File: config.mk
export PLATFORM = sky130hd
export DESIGN_NAME = psram_cmd_sequencer
export DESIGN_NICKNAME = d
export VERILOG_FILES = /design/src/rtl/psram_pkg.sv /design/src/rtl/psram_cmd_fifo.sv /design/src/rtl/psram_cmd_sequencer.sv
export SDC_FILE = /design/constraint.sdc
export NUM_CORES = 1
export LEC_CHECK = 0
export BUFFER_PORTS_ARGS = -buffer_cell sky130_fd_sc_hd__buf_2
export CAP_MARGIN = 20
export CORE_UTILIZATION = 50
export DETAILED_ROUTE_END_ITERATION = 12
export PLACE_DENSITY = 0.71
export SLEW_MARGIN = 20
export SYNTH_ARGS = -nofsm -noshare
export SYNTH_HDL_FRONTEND = slang
export SYNTH_SLANG_ARGS = --single-unit
export TNS_END_PERCENT = 50
File: constraint.sdc
create_clock -name clk -period 3.2 [get_ports clk]
set_clock_uncertainty 0.1 [all_clocks]
set_input_delay 0.32 -clock clk [delete_from_list [all_inputs] [get_ports clk]]
set_output_delay 0.32 -clock clk [all_outputs]
set_load 0.005 [all_outputs]
File: src/rtl/psram_pkg.sv
// Shared definitions for the PSRAM command sequencer:
// FSM encoding, command bundle layout and controller latencies.
package psram_pkg;

    localparam int ADDR_W    = 22;
    localparam int DATA_W    = 16;
    localparam int CMD_W     = 40;
    localparam int WR_CYCLES = 8;
    localparam int RD_CYCLES = 8;

    typedef enum logic [2:0] {
        GUARD,
        IDLE,
        ISSUE,
        WAIT_WR,
        WAIT_RD
    } state_e;

    typedef struct packed {
        logic              write;
        logic              bank;
        logic [ADDR_W-1:0] addr;
        logic [DATA_W-1:0] wdata;
    } cmd_t;

endpackage

File: src/rtl/psram_cmd_fifo.sv
// Synchronous command FIFO with occupancy count.
// Push and pop may happen in the same cycle; no write-through bypass.
module psram_cmd_fifo #(
    parameter int DEPTH = 4,
    parameter int W     = psram_pkg::CMD_W,
    localparam int CW   = $clog2(DEPTH) + 1
) (
    input  logic          clk_i,
    input  logic          reset_i,
    input  logic          push_i,
    input  logic          pop_i,
    input  logic [W-1:0]  wdata_i,
    output logic [W-1:0]  rdata_o,
    output logic          full_o,
    output logic          empty_o,
    output logic [CW-1:0] count_o
);

    localparam int PW = $clog2(DEPTH);

    logic [W-1:0]  mem_q [DEPTH];
    logic [PW-1:0] wr_ptr_q;
    logic [PW-1:0] rd_ptr_q;
    logic [CW-1:0] count_q;
    logic          push_ok;
    logic          pop_ok;

    assign full_o  = (count_q == CW'(DEPTH));
    assign empty_o = (count_q == '0);
    assign count_o = count_q;
    assign rdata_o = mem_q[rd_ptr_q];
    assign push_ok = push_i && !full_o;
    assign pop_ok  = pop_i && !empty_o;

    always_ff @(posedge clk_i) begin
        if (push_ok) begin
            mem_q[wr_ptr_q] <= wdata_i;
        end
    end

    always_ff @(posedge clk_i) begin
        if (reset_i) begin
            wr_ptr_q <= '0;
            rd_ptr_q <= '0;
            count_q  <= '0;
        end else begin
            if (push_ok) begin
                wr_ptr_q <= wr_ptr_q + PW'(1);
            end
            if (pop_ok) begin
                rd_ptr_q <= rd_ptr_q + PW'(1);
            end
            if (push_ok && !pop_ok) begin
                count_q <= count_q + CW'(1);
            end else if (pop_ok && !push_ok) begin
                count_q <= count_q - CW'(1);
            end
        end
    end

endmodule

File: src/rtl/psram_cmd_sequencer.sv
// Paces queued read/write commands into a PSRAM controller that has
// no busy output, and returns read data or timeout responses.
module psram_cmd_sequencer #(
    parameter int DEPTH        = 4,
    parameter int WR_CYCLES    = psram_pkg::WR_CYCLES,
    parameter int RD_TIMEOUT   = 2 * psram_pkg::RD_CYCLES,
    parameter int GUARD_CYCLES = 8
) (
    input  logic        clk,
    input  logic        reset,
    input  logic        cmd_valid,
    output logic        cmd_ready,
    input  logic        cmd_write,
    input  logic        cmd_bank,
    input  logic [21:0] cmd_addr,
    input  logic [15:0] cmd_wdata,
    output logic        rsp_valid,
    output logic [15:0] rsp_rdata,
    output logic        rd_timeout_err,
    output logic        busy,
    output logic        mem_bank_sel,
    output logic [21:0] mem_addr,
    output logic        mem_write_en,
    output logic [15:0] mem_data_in,
    output logic        mem_read_en,
    input  logic        mem_read_avail,
    input  logic [15:0] mem_data_out
);

    import psram_pkg::*;

    localparam int CW    = $clog2(DEPTH) + 1;
    localparam int MAX_A = (RD_TIMEOUT > GUARD_CYCLES) ? RD_TIMEOUT : GUARD_CYCLES;
    localparam int MAX_C = (MAX_A > WR_CYCLES) ? MAX_A : WR_CYCLES;
    localparam int CNT_W = $clog2(MAX_C) + 1;

    localparam logic [CNT_W-1:0] GUARD_LAST = CNT_W'(GUARD_CYCLES - 1);
    localparam logic [CNT_W-1:0] WR_LAST    = CNT_W'(WR_CYCLES - 2);
    localparam logic [CNT_W-1:0] RD_LAST    = CNT_W'(RD_TIMEOUT - 1);

    state_e            state_q;
    logic [CNT_W-1:0]  cnt_q;
    logic              bank_q;
    logic [ADDR_W-1:0] addr_q;
    logic [DATA_W-1:0] din_q;
    logic              wen_q;
    logic              ren_q;
    logic              rsp_valid_q;
    logic [DATA_W-1:0] rsp_rdata_q;
    logic              err_q;

    cmd_t          push_cmd;
    cmd_t          head_cmd;
    logic          full;
    logic          empty;
    logic          pop;
    logic [CW-1:0] count;

    assign push_cmd = '{
        write: cmd_write,
        bank:  cmd_bank,
        addr:  cmd_addr,
        wdata: cmd_wdata
    };

    assign pop = (state_q == IDLE) && !empty;

    psram_cmd_fifo #(
        .DEPTH (DEPTH),
        .W     (CMD_W)
    ) u_fifo (
        .clk_i   (clk),
        .reset_i (reset),
        .push_i  (cmd_valid),
        .pop_i   (pop),
        .wdata_i (push_cmd),
        .rdata_o (head_cmd),
        .full_o  (full),
        .empty_o (empty),
        .count_o (count)
    );

    // Controller keeps running through our reset, so GUARD holds off issue.
    always_ff @(posedge clk) begin
        if (reset) begin
            state_q     <= GUARD;
            cnt_q       <= '0;
            bank_q      <= 1'b0;
            addr_q      <= '0;
            din_q       <= '0;
            wen_q       <= 1'b0;
            ren_q       <= 1'b0;
            rsp_valid_q <= 1'b0;
            rsp_rdata_q <= '0;
            err_q       <= 1'b0;
        end else begin
            rsp_valid_q <= 1'b0;
            unique case (state_q)
                GUARD: begin
                    cnt_q <= cnt_q + CNT_W'(1);
                    if (cnt_q == GUARD_LAST) begin
                        state_q <= IDLE;
                    end
                end
                IDLE: begin
                    if (!empty) begin
                        bank_q  <= head_cmd.bank;
                        addr_q  <= head_cmd.addr;
                        din_q   <= head_cmd.wdata;
                        wen_q   <= head_cmd.write;
                        ren_q   <= !head_cmd.write;
                        state_q <= ISSUE;
                    end
                end
                ISSUE: begin
                    wen_q   <= 1'b0;
                    ren_q   <= 1'b0;
                    cnt_q   <= '0;
                    state_q <= wen_q ? WAIT_WR : WAIT_RD;
                end
                WAIT_WR: begin
                    cnt_q <= cnt_q + CNT_W'(1);
                    if (cnt_q == WR_LAST) begin
                        state_q <= IDLE;
                    end
                end
                WAIT_RD: begin
                    cnt_q <= cnt_q + CNT_W'(1);
                    if (mem_read_avail) begin
                        rsp_rdata_q <= mem_data_out;
                        rsp_valid_q <= 1'b1;
                        state_q     <= IDLE;
                    end else if (cnt_q == RD_LAST) begin
                        rsp_rdata_q <= '0;
                        rsp_valid_q <= 1'b1;
                        err_q       <= 1'b1;
                        cnt_q       <= '0;
                        state_q     <= GUARD;
                    end
                end
                default: begin
                    cnt_q   <= '0;
                    state_q <= GUARD;
                end
            endcase
        end
    end

    assign cmd_ready      = !full;
    assign busy           = (state_q != IDLE) || (count != '0);
    assign rsp_valid      = rsp_valid_q;
    assign rsp_rdata      = rsp_rdata_q;
    assign rd_timeout_err = err_q;
    assign mem_bank_sel   = bank_q;
    assign mem_addr       = addr_q;
    assign mem_data_in    = din_q;
    assign mem_write_en   = wen_q;
    assign mem_read_en    = ren_q;

endmodule
# Word level (Yosys, flattened, before mapping)

Memories as Yosys holds them, arrays and structs flattened. A register that Yosys moved wholly into a read port is not among the register bits.
Index checks and enable logic that the tools add are counted.

Memory bits (writable): 160
Output and inout bits: 61
Flip-flop bits (word level): 74
Memories: 1

Mux-type cells: 24
Eq/ne operators: 13
Reductions and logical operators: 24
Add/subtract/negate cells: 5
Bitwise operators: 3

Memory list:

| name         | words | width | read ports | clocked after memory_dff | write ports | RTL line             | RTL |
|---|---|---|---|---|---|---|---|
| u_fifo.mem_q | 4     | 40    | 1          | 1                        | 1           | psram_cmd_fifo.sv:21 | `logic [W-1:0] mem_q [DEPTH];` |

Operators with widths:

| cell                | number |
|---|---|
| $mux 16             | 2 |
| $mux 3              | 8 |
| $pmux 3 s5          | 1 |
| $pmux 5 s3          | 1 |
| $eq 5x3->1 const B  | 2 |
| $mux 5              | 2 |
| $eq 3x2->1 const B  | 2 |
| $eq 3x3->1 const B  | 2 |
| $logic_not 3->1     | 2 |
| $mux 1              | 6 |
| $ne 2x2->1 const B  | 3 |
| $reduce_and 2->1    | 3 |
| $reduce_bool 2->1   | 3 |
| $add 5x1->5 const B | 1 |
| $eq 5x4->1 const B  | 1 |
| $logic_and 1x1->1   | 5 |
| $logic_not 1->1     | 5 |
| $add 2x1->2 const B | 2 |
| $mux 2              | 2 |
| $pmux 1 s2          | 2 |
| $reduce_and 4->1    | 1 |
| $reduce_or 2->1     | 2 |
| $add 3x1->3 const B | 1 |
| $eq 3x1->1 const B  | 1 |
| 7 further kinds     | 9 |

# Longest topological paths before layout

Gate-level depths: netlist of the first run.

Depth in word-level cells: 7
Depth in mapped cells: 12
Depth with buffers taken out: 9

# By module

From an unflattened synthesis of the first run, not the netlist that was laid out.

Cell total of the unflattened synthesis: 562
Area, all modules: 8858.5 um^2

Modules (own cells, without submodules):

| module              | instances | cells each | area each (um^2) |
|---|---|---|---|
| psram_cmd_fifo      | 1         | 257        | 6287.3 |
| psram_cmd_sequencer | 1         | 305        | 2571.2 |

# Least setup slack after synthesis of the first run

Ideal clock, no wire load.

Path kind: reg2reg
Start: register state_q[1]
End: register u_fifo.count_q[2], in the netlist u_fifo.count_o[2]
Arrival: 2.257 ns
Stages on the path, launching flop included: 13
Buffers on the path: 3
Slack: 0.772 ns
Cells stage by stage: dfxtp_1 > buf_2 > or3b_1 > buf_2 > nor2_4 > inv_2 > buf_6 > ha_1 > inv_1 > fa_1 > xor2_1 > or3_1 > a21oi_1

Word-level cells in the longest chain between the ends: 6

Ends and longest elaborated chain:

| element                                     | RTL line                   | RTL |
|---|---|---|
| start, declared                             | psram_cmd_sequencer.sv:41  | `state_e state_q;` |
| start signal, assigned                      | psram_cmd_sequencer.sv:119 | `state_q <= wen_q ? WAIT_WR : WAIT_RD;` |
| $eq 3x1->1 (*)                              | psram_cmd_sequencer.sv:66  | `assign pop = (state_q == IDLE) && !empty;` |
| $logic_and 1x1->1 (*)                       | psram_cmd_sequencer.sv:66  |  |
| $logic_and 1x1->1 (*)                       | psram_cmd_fifo.sv:33       | `assign pop_ok = pop_i && !empty_o;` |
| $logic_not 1->1                             | psram_cmd_fifo.sv:53       | `if (push_ok && !pop_ok) begin` |
| $logic_and 1x1->1                           | psram_cmd_fifo.sv:53       |  |
| $mux 3 or $reduce_bool 2->1 (tied branches) | --                         |  |
| end signal, assigned                        | psram_cmd_fifo.sv:54       | `count_q <= count_q + CW'(1);` |
| end signal, assigned                        | psram_cmd_fifo.sv:56       | `count_q <= count_q - CW'(1);` |
| end, declared                               | psram_cmd_fifo.sv:24       | `logic [CW-1:0] count_q;` |

Every way passes the cells marked *; elsewhere a longest branch is shown, timed or not.
A chain may end at the register's enable or synchronous reset.

# Final worst setup path of the first run

Start: register u_fifo.count_q[0], in the netlist u_fifo.count_o[0]
End: register u_fifo.count_q[2], in the netlist u_fifo.count_o[2]

RTL lines:

| element                     | RTL line             | RTL |
|---|---|---|
| $eq 3x3->1 (*)              | psram_cmd_fifo.sv:28 | `assign full_o = (count_q == CW'(DEPTH));` |
| $logic_not 1->1 (*)         | psram_cmd_fifo.sv:32 | `assign push_ok = push_i && !full_o;` |
| $logic_and 1x1->1 (*)       | psram_cmd_fifo.sv:32 |  |
| net u_fifo.push_ok          | psram_cmd_fifo.sv:25 | `logic push_ok;` |
| $logic_not 1->1             | psram_cmd_fifo.sv:55 | `end else if (pop_ok && !push_ok) begin` |
| $logic_and 1x1->1           | psram_cmd_fifo.sv:55 |  |
| $reduce_bool 2->1 (no line) | --                   |  |

Mark *: on every way through the listed nets, which the timed path passes. The rest lies on a longest branch. The select of a mux whose other input is x is not followed.

==> results of run 1 <==
[worst paths after layout]
| check | startpoint | end | slack, ns | cells after the start |
|---|---|---|---|---|
| hold / removal | mem_data_out[13] | rsp_rdata[13] | 0.02 | 3 |
| hold reg to reg | mem_data_in[14] | mem_data_in[14] | 0.35 | 2 |
| setup / recovery | u_fifo.count_o[0] | u_fifo.count_o[2] | 0.67 | 8 |
| setup reg to reg | u_fifo.count_o[0] | u_fifo.count_o[2] | 0.67 | 8 |
[metal layers]
metal / routed length, µm / vias up
met3: 1110 / 33
met4: 426 / 0
li1: - / 2439
met1: 6970 / 2538
met5: 0 / -
met2: 8550 / 184
[cell usage in the layout, fill, tap and decap left out, types with 3 or more instances in the layout]
master         instances
edfxtp_1             160
buf_2                120
nand2_1               82
dfxtp_1               74
dlygate4sd3_1         55
a21oi_1               43
mux4_2                40
nor2_1                35
clkbuf_16             25
a22oi_1               17
inv_1                 10
buf_4                 10
ha_1                   9
nand3_1                5
xor2_1                 5
clkbuf_1               5
nor3_1                 4
or3_1                  4
and2_2                 4
mux2i_1                4
clkinv_2               4
a211oi_1               3
o21ai_0                3
xnor2_1                3
clkbuf_8               3
bufinv_16              3
[synthesized netlist by cell type (all sizes together) (9+ instances only)]
cell type	n
edfxtp	160
nand2	82
dfxtp	76
a21oi	43
mux4	40
nor2	36
buf	18
a22oi	17
clkbuf	13
inv	11
ha	9
[worst reg2reg max path: cells and delay by family, from the launching register on]
kind,cells,cell delay (ns)
adders and majority gates,2,0.66
AOI/OAI and AO/OA,2,0.61
buffers and inverters,1,0.06
xor gates and xnor gates,1,0.18
and+or+nand+nor,2,0.41
DFF,1,0.42
[report_power, final]
part / internal, W / switching, W
Combinational: 0.000209 / 0.000246
Clock: 0.00175 / 0.00110
Sequential: 0.00346 / 0.0000556
Total: 0.00542 / 0.00141
[flip-flops by register name (all words and copies together), names as in the netlist, named ones only]
register         cells
mem_addr            22
mem_data_in         16
mem_bank_sel         1
u_fifo.mem_q       160
u_fifo.wr_ptr_q      2
mem_write_en         1
state_q              3
u_fifo.count_o       3
cnt_q                5
rsp_valid            1
rd_timeout_err       1
u_fifo.rd_ptr_q      2
rsp_rdata           16
mem_read_en          1
[timing repair]
item,in CTS,in global routing
endpoints found under the hold margin,175,0
setup buffers,0,0
hold buffers,55,0
resized for setup,0,0
[stage by stage]
step,setup slack (ns),utilization
global placement,0.804,0.558
finish,0.668,0.638
CTS,0.640,0.638
detailed placement,0.661,0.558
global route,0.386,0.638
floorplan,0.772,-
[layout make-up]
type,instances,area (µm²)
Sequential cell,236,6330
Fill cell,1242,6210
Multi-Input combinational cell,281,2220
Timing Repair Buffer,187,1270
Clock buffer,33,686
Tap cell,225,282
Clock inverter,11,143
Inverter,11,41.3
[cells by family (layout without fill, tap and decap cells)]
group / after synthesis / count (layout) / synth area share
compound gates: 72 / 72 / 0.0487
xor+xnor: 8 / 8 / 0.00800
fa+ha+maj: 11 / 11 / 0.0163
buf+inv: 42 / 242 / 0.0250
flops: 236 / 236 / 0.722
mux: 45 / 45 / 0.109
simple gates: 145 / 145 / 0.0710
==> run_results.csv, run 1 <==
group,metric,value,unit
synthesis,synth_cell_types,42,
global_routing,grt.overflow.total,0,
drt,wirelength,17000,µm
clock_network,root_buffer,"clkbuf_16",
synthesis,yosysSeqAreaShare,0.722,
timing,period_needed,2.53,ns
floorplanning,io_pins,121,
drt,wl_per_cell,17.3,µm
clock_network,clkTransAtPathRegs,0.06,ns
critical_path,critPathTopFamily,"adder cells",
drt,drtIter0Drc,318,
synthesis,avgSynthCellArea,15.7,µm²
global_routing,grt_util_met1,0.247,
global_routing,grt_pass1_wl,27500,µm
critical_path,path_cells,"nor2_1 -> a21boi_1 -> ha_1 -> inv_1 -> fa_1 -> xor2_1 -> or3_1 -> a21oi_1",
floorplanning,start_util,0.510,
synthesis,synth_edf_count,160,
floorplanning,fp-row-count,48,
timing,period_share,0.791,
clock_network,clockBufferDepth,3,
critical_path,cpMaxStageDelayCell,"a21boi_1",
flow_run,max_cap_violations,0,
power_and_ir_drop,power.leakage,3.94,nW
synthesis,syn_nets,629,
global_routing,grt_use_met2,0.349,
critical_path,arrival,2.85,ns
global_routing,grt_start_max_net_pins,45,
drt,drc,0,
placement,dp_cells,885,
timing,slew_headroom,0.409,
clock_network,clock-sinks,236,
layout,drive_gt1_frac,0.291,
floorplanning,core,17200,µm²
drt,vias,5194,
global_routing,top_usage_layer,"met2",
critical_path,cpPeakStageDelay,0.45,ns
hold_path,min-delay-path-class,"input port to flop",
clock_network,ctsHtreeMaxLevel,1,
layout,nets,811,
synthesis,synthCells,559,
timing,worstMarginPinSlew,0.887,ns
global_routing,grt_usage,0.196,
global_routing,use_met3,0.0336,
layout,final_cells,984,
clock_network,insertion_delay,0.50,ns
critical_path,cp_max_fo,7,
drt,ant_nets,0,
placement,gp_congestion,0.764,
global_routing,antenna_found_initial,0,
synthesis,yosysWarningCount,0,
critical_path,crit_type,"flop to flop",
timing,max_freq,395,MHz
layout,diodes,0,
timing,setup_viol,0,
global_routing,grt_pass1_vias,5412,
placement,io_buffers,120,
drt,firstDrtPassIters,4,
power_and_ir_drop,totalPowerFinal,0.00682,W
critical_path,critical_path_required,3.52,ns
synthesis,ys_seq_elements,236,
drt,via_per_inst,5.28,
synthesis,synth-main-ff-cell,"edfxtp_1",
floorplanning,die_y,134,µm
clock_network,cts_tree,"yes",
timing,final_max_slew_viol_count,0,
floorplanning,dieArea,18000,µm²
power_and_ir_drop,powerDensity,622,nW/µm²
critical_path,crit_path_end_kind,"flop",
synthesis,synth.top_cell.area_share,0.549,
clock_network,numCtsBuffers,24,
timing,hold_viol,0,
layout,final_cell_area,11000,µm²
timing,tns,0,ns
timing,whs,0.0200,ns
synthesis,synth.area.top_cells,"edfxtp_1 (55%), dfxtp_1 (17%), mux4_2 (10%)",
placement,hpwl,10300,µm
outcome,status,"complete, no violations",
timing,rsz0062_at_grt,"no",
synthesis,syn-cell-area,8760,µm²
critical_path,worst-path-buf-inv,1,
critical_path,start_kind,"flop",
synthesis,async_flop_share,0,
floorplanning,die_w,134,µm
power_and_ir_drop,ir_drop,0.000579,V
placement,dpl_cell_area,9590,µm²
layout,area_delta_synth_final,25.2,%
synthesis,yosysTopAreaCell,"edfxtp_1",
No activity file was read; power rests on OpenSTA's default activity.
==> run 2: changes to the inputs <==
ABC_AREA = 1   (was not set)
PLACE_DENSITY = 0.74   (was 0.71)
clock period = 2.1 ns   (was 3.2 ns; I/O delays follow)
==> run 2 against run 1 <==
  * Routed wire length increased by 12%
  * Synthesized cell count increased by 40%
  * Die area increased by 1.5%
  * Sequential share of layout area decreased by 1.4 points
  * Clock power increased by 50%
  * Register-to-register slack got worse by 0.53 ns
  * Worst setup slack got worse by 0.53 ns
  * Fmax increased by 29%
  * Via count increased by 23%
  * Combinational power increased to 6.4 times the previous value
  * Utilization increased by 0.90 points
  * Largest cell class unchanged
==> run_results.csv, run 2 <==
group,metric,value,unit
global_routing,grt.overflow.total,0,
clock_network,clock-sinks,236,
placement,io_buffers,120,
layout,final_common_cell,"nor2_1",
floorplanning,fp-row-count,48,
placement,pre_cts_ws,0.0306,ns
synthesis,yosysWarningCount,0,
timing,slew_headroom,0.634,
power_and_ir_drop,ir_drop,0.00133,V
synthesis,synth.area.top_cells,"edfxtp_1 (54%), dfxtp_1 (17%), nor2_1 (7.6%)",
clock_network,root_buffer,"clkbuf_16",
power_and_ir_drop,totalPowerFinal,0.0132,W
synthesis,ys_seq_elements,236,
hold_path,hold_depth,3,
hold_path,min-delay-start,"reset",
timing,fin_ws,0.136,ns
global_routing,grt_pass1_vias,6031,
synthesis,yosysSeqAreaShare,0.712,
global_routing,grt_usage,0.209,
synthesis,synth.top_cell.area_share,0.540,
synthesis,synth_cell_types,30,
global_routing,antenna_found_initial,0,
layout,fillers,1300,
critical_path,cp_max_fo,3,
drt,wl_per_cell,15.9,µm
layout,max_flop_register,"u_fifo.mem_q",
placement,hpwl,10300,µm
drt,wirelength,19100,µm
floorplanning,die_w,135,µm
timing,period_share,0.935,
layout,area_delta_synth_final,26.4,%
layout,drive_gt1_frac,0.200,
synthesis,synthCells,781,
drt,drtIter0Drc,495,
clock_network,insertion_delay,0.52,ns
hold_path,min_to,"rsp_rdata[7]",
drt,vias,6365,
drt,drc,0,
critical_path,arrival,2.25,ns
critical_path,rr_worst_depth,12,
floorplanning,core,17400,µm²
timing,final_max_slew_viol_count,0,
layout,nets,1026,
timing,rsz0062_at_grt,"no",
clock_network,clockBufferDepth,3,
global_routing,grt_start_max_net_pins,85,
timing,max_freq,509,MHz
placement,gp_congestion,0.759,
clock_network,numCtsBuffers,24,
timing,setup_viol,0,
synthesis,yosysTopAreaCell,"edfxtp_1",
critical_path,reg2reg_slack,0.14,ns
clock_network,ctsHtreeMaxLevel,1,
outcome,status,"complete, no violations",
critical_path,regToRegEndpoint,"u_fifo.count_o[2]",
critical_path,crit_path_end_kind,"flop",
flow_run,max_cap_violations,0,
synthesis,avgSynthCellArea,11.4,µm²
power_and_ir_drop,powerDensity,1180,nW/µm²
floorplanning,dieArea,18300,µm²
timing,worstMarginPinSlew,0.548,ns
floorplanning,start_util,0.512,
synthesis,synthTopCellsByCount,"nor2_1 (179), edfxtp_1 (160), o21ai_0 (131)",
synthesis,synth-main-ff-cell,"edfxtp_1",
synthesis,syn-cell-area,8890,µm²
critical_path,crit_type,"flop to flop",
critical_path,critical_path_required,2.39,ns
timing,hold_viol,0,
global_routing,grt_pass1_wl,29600,µm
layout,final_cell_mix,"nor2_1 (174), edfxtp_1 (160), o21ai_0 (130)",
clock_network,clkTransAtPathRegs,0.06,ns
drt,via_per_inst,5.31,
drt,firstDrtPassIters,5,
synthesis,async_flop_share,0,
floorplanning,io_pins,121,
drt,ant_nets,0,
synthesis,synth_most_common_cell,"nor2_1",
critical_path,start_kind,"flop",
floorplanning,die_y,135,µm
synthesis,syn_nets,851,
critical_path,timing.rr.start,"u_fifo.count_o[1]",
power_and_ir_drop,power.leakage,4.30,nW
clock_network,cts_tree,"yes",
synthesis,synth_edf_count,160,
layout,largest_reg_flops,160,
layout,diodes,0,
timing,period_needed,1.96,ns
hold_path,min-delay-path-class,"input port to flop",
==> run 2: worst max path at each step <==
| stage | cells after the start | slack [ns] | to | from |
|---|---|---|---|---|
| 2_1_floorplan | 4 | -0.21 | u_fifo.mem_q[0][0] | u_fifo.count_o[0] |
| 3_3_place_gp | 12 | 0.11 | u_fifo.count_o[2] | u_fifo.count_o[0] |
| 3_5_place_dp | 12 | 0.03 | u_fifo.count_o[2] | u_fifo.count_o[0] |
| 4_1_cts | 12 | 0.008 | u_fifo.count_o[2] | u_fifo.count_o[0] |
| 5_1_grt | 12 | 0.001 | u_fifo.count_o[2] | u_fifo.count_o[1] |
| 6_report | 12 | 0.14 | u_fifo.count_o[2] | u_fifo.count_o[1] |
==> run 2: what timing repair did <==
| item | CTS | global route |
|---|---|---|
| gates resized for setup | 0 | 5 |
| hold buffers | 56 | 0 |
| setup endpoints to repair | 0 | 2 |
| hold endpoints to repair | 176 | 0 |
| buffers inserted | 0 | 0 |
==> run 2: metal layers <==
metal | GRT usage | part of all wire | up-vias
met3 | 0.0426 | 0.065 | 28
met4 | 0.0549 | 0.014 | 0
met2 | 0.388 | 0.52 | 214
li1 | - | - | 3086
met5 | 0 | 0 | -
met1 | 0.243 | 0.40 | 3037
==> run 2: per-stage QoR <==
| step | TNS (ns) | cell area, µm² | hold slack, ns | util | cells |
|---|---|---|---|---|---|
| 3_3_place_gp | 0 | 9850 | 0.321 | 0.567 | 1099 |
| 4_1_cts | 0 | 11200 | 0.0144 | 0.647 | 1199 |
| 6_report | 0 | 11200 | 0.0382 | 0.647 | 1199 |
| 3_5_place_dp | 0 | 9850 | 0.325 | 0.567 | 1099 |
| 5_1_grt | 0 | 11200 | 0.0477 | 0.647 | 1199 |
| 2_1_floorplan | -33.33 | 8900 | 0.209 | - | 781 |
==> run 2: worst max-delay path, cell delays in order, from the launching register on <==
cell	delay, ns
dfxtp_1	0.35
nor2_2	0.17
nand2_2	0.08
inv_2	0.07
nor2_4	0.04
inv_1	0.05
ha_1	0.14
inv_1	0.07
fa_2	0.34
a21oi_1	0.13
o21ai_0	0.12
o21ai_1	0.14
a21oi_1	0.05
==> run 2: cell type report <==
type | instances | area, µm² | share of cell area
flip-flops and latches | 236 | 6330 | 0.563
repair buffers | 195 | 1420 | 0.126
clock buffers | 34 | 698 | 0.0621
well taps | 225 | 282 | 0.0251
inverters | 33 | 124 | 0.0110
clock inverters | 10 | 124 | 0.0110
multi-input cells | 466 | 2270 | 0.202
==> run 2: cell families after synthesis <==
group,after synthesis,share of synthesized area
AOI/OAI and AO/OA,205,0.122
xor gates and xnor gates,2,0.00197
adders and majority gates,10,0.0149
buffers and inverters,79,0.0379
DFF,236,0.712
and+or+nand+nor,249,0.112
==> run 2: report_power, final <==
group | internal, W | leakage [nW] | total (W) | switching (W)
combinational | 0.00108 | 1.81 | 0.00291 | 0.00183
clock | 0.00257 | 0.408 | 0.00427 | 0.00170
sequential | 0.00571 | 2.09 | 0.00604 | 0.000324
==> run 3: changes to the inputs <==
--- a/config.mk
+++ b/config.mk
@@ -7,9 +7,9 @@
 export LEC_CHECK = 0
 export ABC_AREA = 1
-export BUFFER_PORTS_ARGS = -buffer_cell sky130_fd_sc_hd__buf_2
 export CAP_MARGIN = 20
 export CORE_UTILIZATION = 50
 export DETAILED_ROUTE_END_ITERATION = 12
-export PLACE_DENSITY = 0.74
+export DONT_BUFFER_PORTS = 1
+export PLACE_DENSITY = 0.68
 export SLEW_MARGIN = 20
 export SYNTH_ARGS = -nofsm -noshare
==> constraint.sdc (replaced) <==
create_clock -name clk -period 2.1 [get_ports clk]
set_clock_uncertainty 0.1 [all_clocks]
set_input_delay 0.21 -clock clk [delete_from_list [all_inputs] [get_ports clk]]
set_output_delay 0.21 -clock clk [all_outputs]
set_load 0.05 [all_outputs]
==> run 3 against run 2 <==
  * Fmax fell by 2.0%
  * Combinational power is 4% lower
  * Die area unchanged
  * Non-clock buffer count is 112 lower
  * Largest power group unchanged
  * Register-to-register slack lost 0.04 ns
  * Largest cell class unchanged
==> run_results.csv, run 3 (synthesized netlist as in run 2, its figures left out) <==
group,metric,value,unit
outcome,status,"complete, no violations",
placement,pre_cts_ws,0.0956,ns
drt,vias,6019,
timing,slew_headroom,0.531,
layout,largest_reg_flops,160,
drt,top_layer,"met4",
power_and_ir_drop,powerDensity,1300,nW/µm²
layout,final_cells,1086,
critical_path,crit_type,"flop to flop",
drt,wl_met2,9700,µm
timing,tns,0,ns
placement,gp_congestion,0.746,
global_routing,grt_start_max_net_pins,85,
layout,final_common_cell,"nor2_1",
timing,max_freq,499,MHz
layout,final_cell_mix,"nor2_1 (173), edfxtp_1 (160), o21ai_0 (129)",
clock_network,clockBufferDepth,3,
floorplanning,core,17400,µm²
critical_path,crit_path_end_kind,"flop",
timing,setup_viol,0,
drt,ant_nets,0,
timing,fin_ws,0.0952,ns
global_routing,antenna_found_initial,0,
critical_path,path_cells,"inv_2 -> nand3_4 -> nor2_4 -> inv_1 -> ha_1 -> inv_1 -> fa_2 -> a21oi_2 -> o21ai_1 -> o21ai_1 -> a21oi_1",
power_and_ir_drop,totalPowerFinal,0.0138,W
hold_path,min-delay-path-class,"input port to flop",
timing,final_max_slew_viol_count,0,
critical_path,timing.rr.start,"state_q[2]",
critical_path,startpoint,"state_q[2]",
floorplanning,fp-row-count,48,
clock_network,numCtsBuffers,24,
drt,firstDrtPassIters,5,
layout,nets,914,
global_routing,grt_usage,0.206,
timing,whs,0.0425,ns
timing,period_share,0.955,
global_routing,grt_pass1_vias,5926,
critical_path,cpMaxStageDelayCell,"dfxtp_1",
floorplanning,io_pins,121,
drt,wl_met3,1570,µm
placement,hpwl,10600,µm
clock_network,clock-sinks,236,
drt,via_per_inst,5.54,
floorplanning,die_w,135,µm
hold_path,min-delay-start,"reset",
flow_run,max_cap_violations,0,
global_routing,grt.overflow.total,0,
timing,hold_viol,0,
layout,diodes,0,
clock_network,clkTransAtPathRegs,0.06,ns
timing,period_needed,2.00,ns
global_routing,grt_pass1_wl,29200,µm
layout,area_delta_synth_final,19.8,%
layout,max_flop_register,"u_fifo.mem_q",
clock_network,cts_setup_buffers,0,
critical_path,cpPeakStageDelay,0.41,ns
critical_path,start_kind,"flop",
floorplanning,start_util,0.512,
clock_network,root_buffer,"clkbuf_16",
floorplanning,dieArea,18300,µm²
floorplanning,die_y,135,µm
drt,drc,0,
clock_network,ctsHtreeMaxLevel,1,
placement,dp_cells,983,
drt,wl_per_cell,17.5,µm
clock_network,cts_tree,"yes",
drt,m1WireLength,7490,µm
placement,io_buffers,0,
drt,wirelength,19000,µm
timing,worstMarginPinSlew,0.701,ns
layout,drive_gt1_frac,0.0952,
clock_network,insertion_delay,0.53,ns
drt,drtIter0Drc,447,
power_and_ir_drop,power.leakage,3.73,nW
critical_path,cp_max_fo,10,
timing,rsz0062_at_grt,"yes",
critical_path,arrival,2.30,ns
power_and_ir_drop,ir_drop,0.000988,V
critical_path,critical_path_required,2.40,ns
[run 3: changes by cell type in the layout (fill, tap and decap cells not counted), sizes merged]
cell | before | now
buf | 139 | 23
clkbuf | 34 | 32
clkinvlp | 0 | 1
dlygate4sd3 | 56 | 60
[run 3: timing repair]
item,CTS,global route
resized for setup,0,7
endpoints found under the setup margin,0,10
hold buffers,60,0
hold endpoints to repair,183,0
[run 3: final cells by class]
type,instances,area (µm²)
Multi-Input combinational cell,466,2290
Tap cell,225,282
Inverter,33,128
Clock buffer,32,641
Fill cell,1291,6700
Clock inverter,11,126
Sequential cell,236,6330
Timing Repair Buffer,83,861
[run 3: metrics by stage]
| stage | util | cell area, µm² |
|---|---|---|
| after floorplan | - | 8940 |
| after global placement | 0.534 | 9270 |
| after detailed placement | 0.534 | 9270 |
| after CTS | 0.613 | 10600 |
| after global routing | 0.614 | 10700 |
| final | 0.614 | 10700 |
[run 3: path summary, 6_finish.rpt]
check	slack, ns	endpoint	depth (start not counted)
max	0.1	u_fifo.count_o[2]	11
min reg2reg	0.36	flop	2
max reg2reg	0.1	u_fifo.count_o[2]	11
min	0.04	cnt_q[4]	3
[run 3: routing by layer]
| metal | track usage | vias to the layer above |
|---|---|---|
| met2 | 0.381 | 208 |
| met1 | 0.229 | 2919 |
| met3 | 0.0595 | 26 |
| li1 | - | 2866 |
| met5 | 0 | - |
| met4 | 0.0599 | 0 |
[run 3: power breakdown]
part           internal (W)  switching [W]  total [W]
Combinational      0.000903        0.00190    0.00280
Sequential          0.00572        0.00123    0.00695
Clock               0.00240        0.00168    0.00408
[run 3: worst max-delay path, delay by kind of cell (launching register included)]
| kind | cells | cell delay [ns] |
|---|---|---|
| adders and majority gates | 2 | 0.50 |
| buffers and inverters | 3 | 0.21 |
| AOI/OAI and AO/OA | 4 | 0.45 |
| and+or+nand+nor | 2 | 0.22 |
| DFF | 1 | 0.41 |
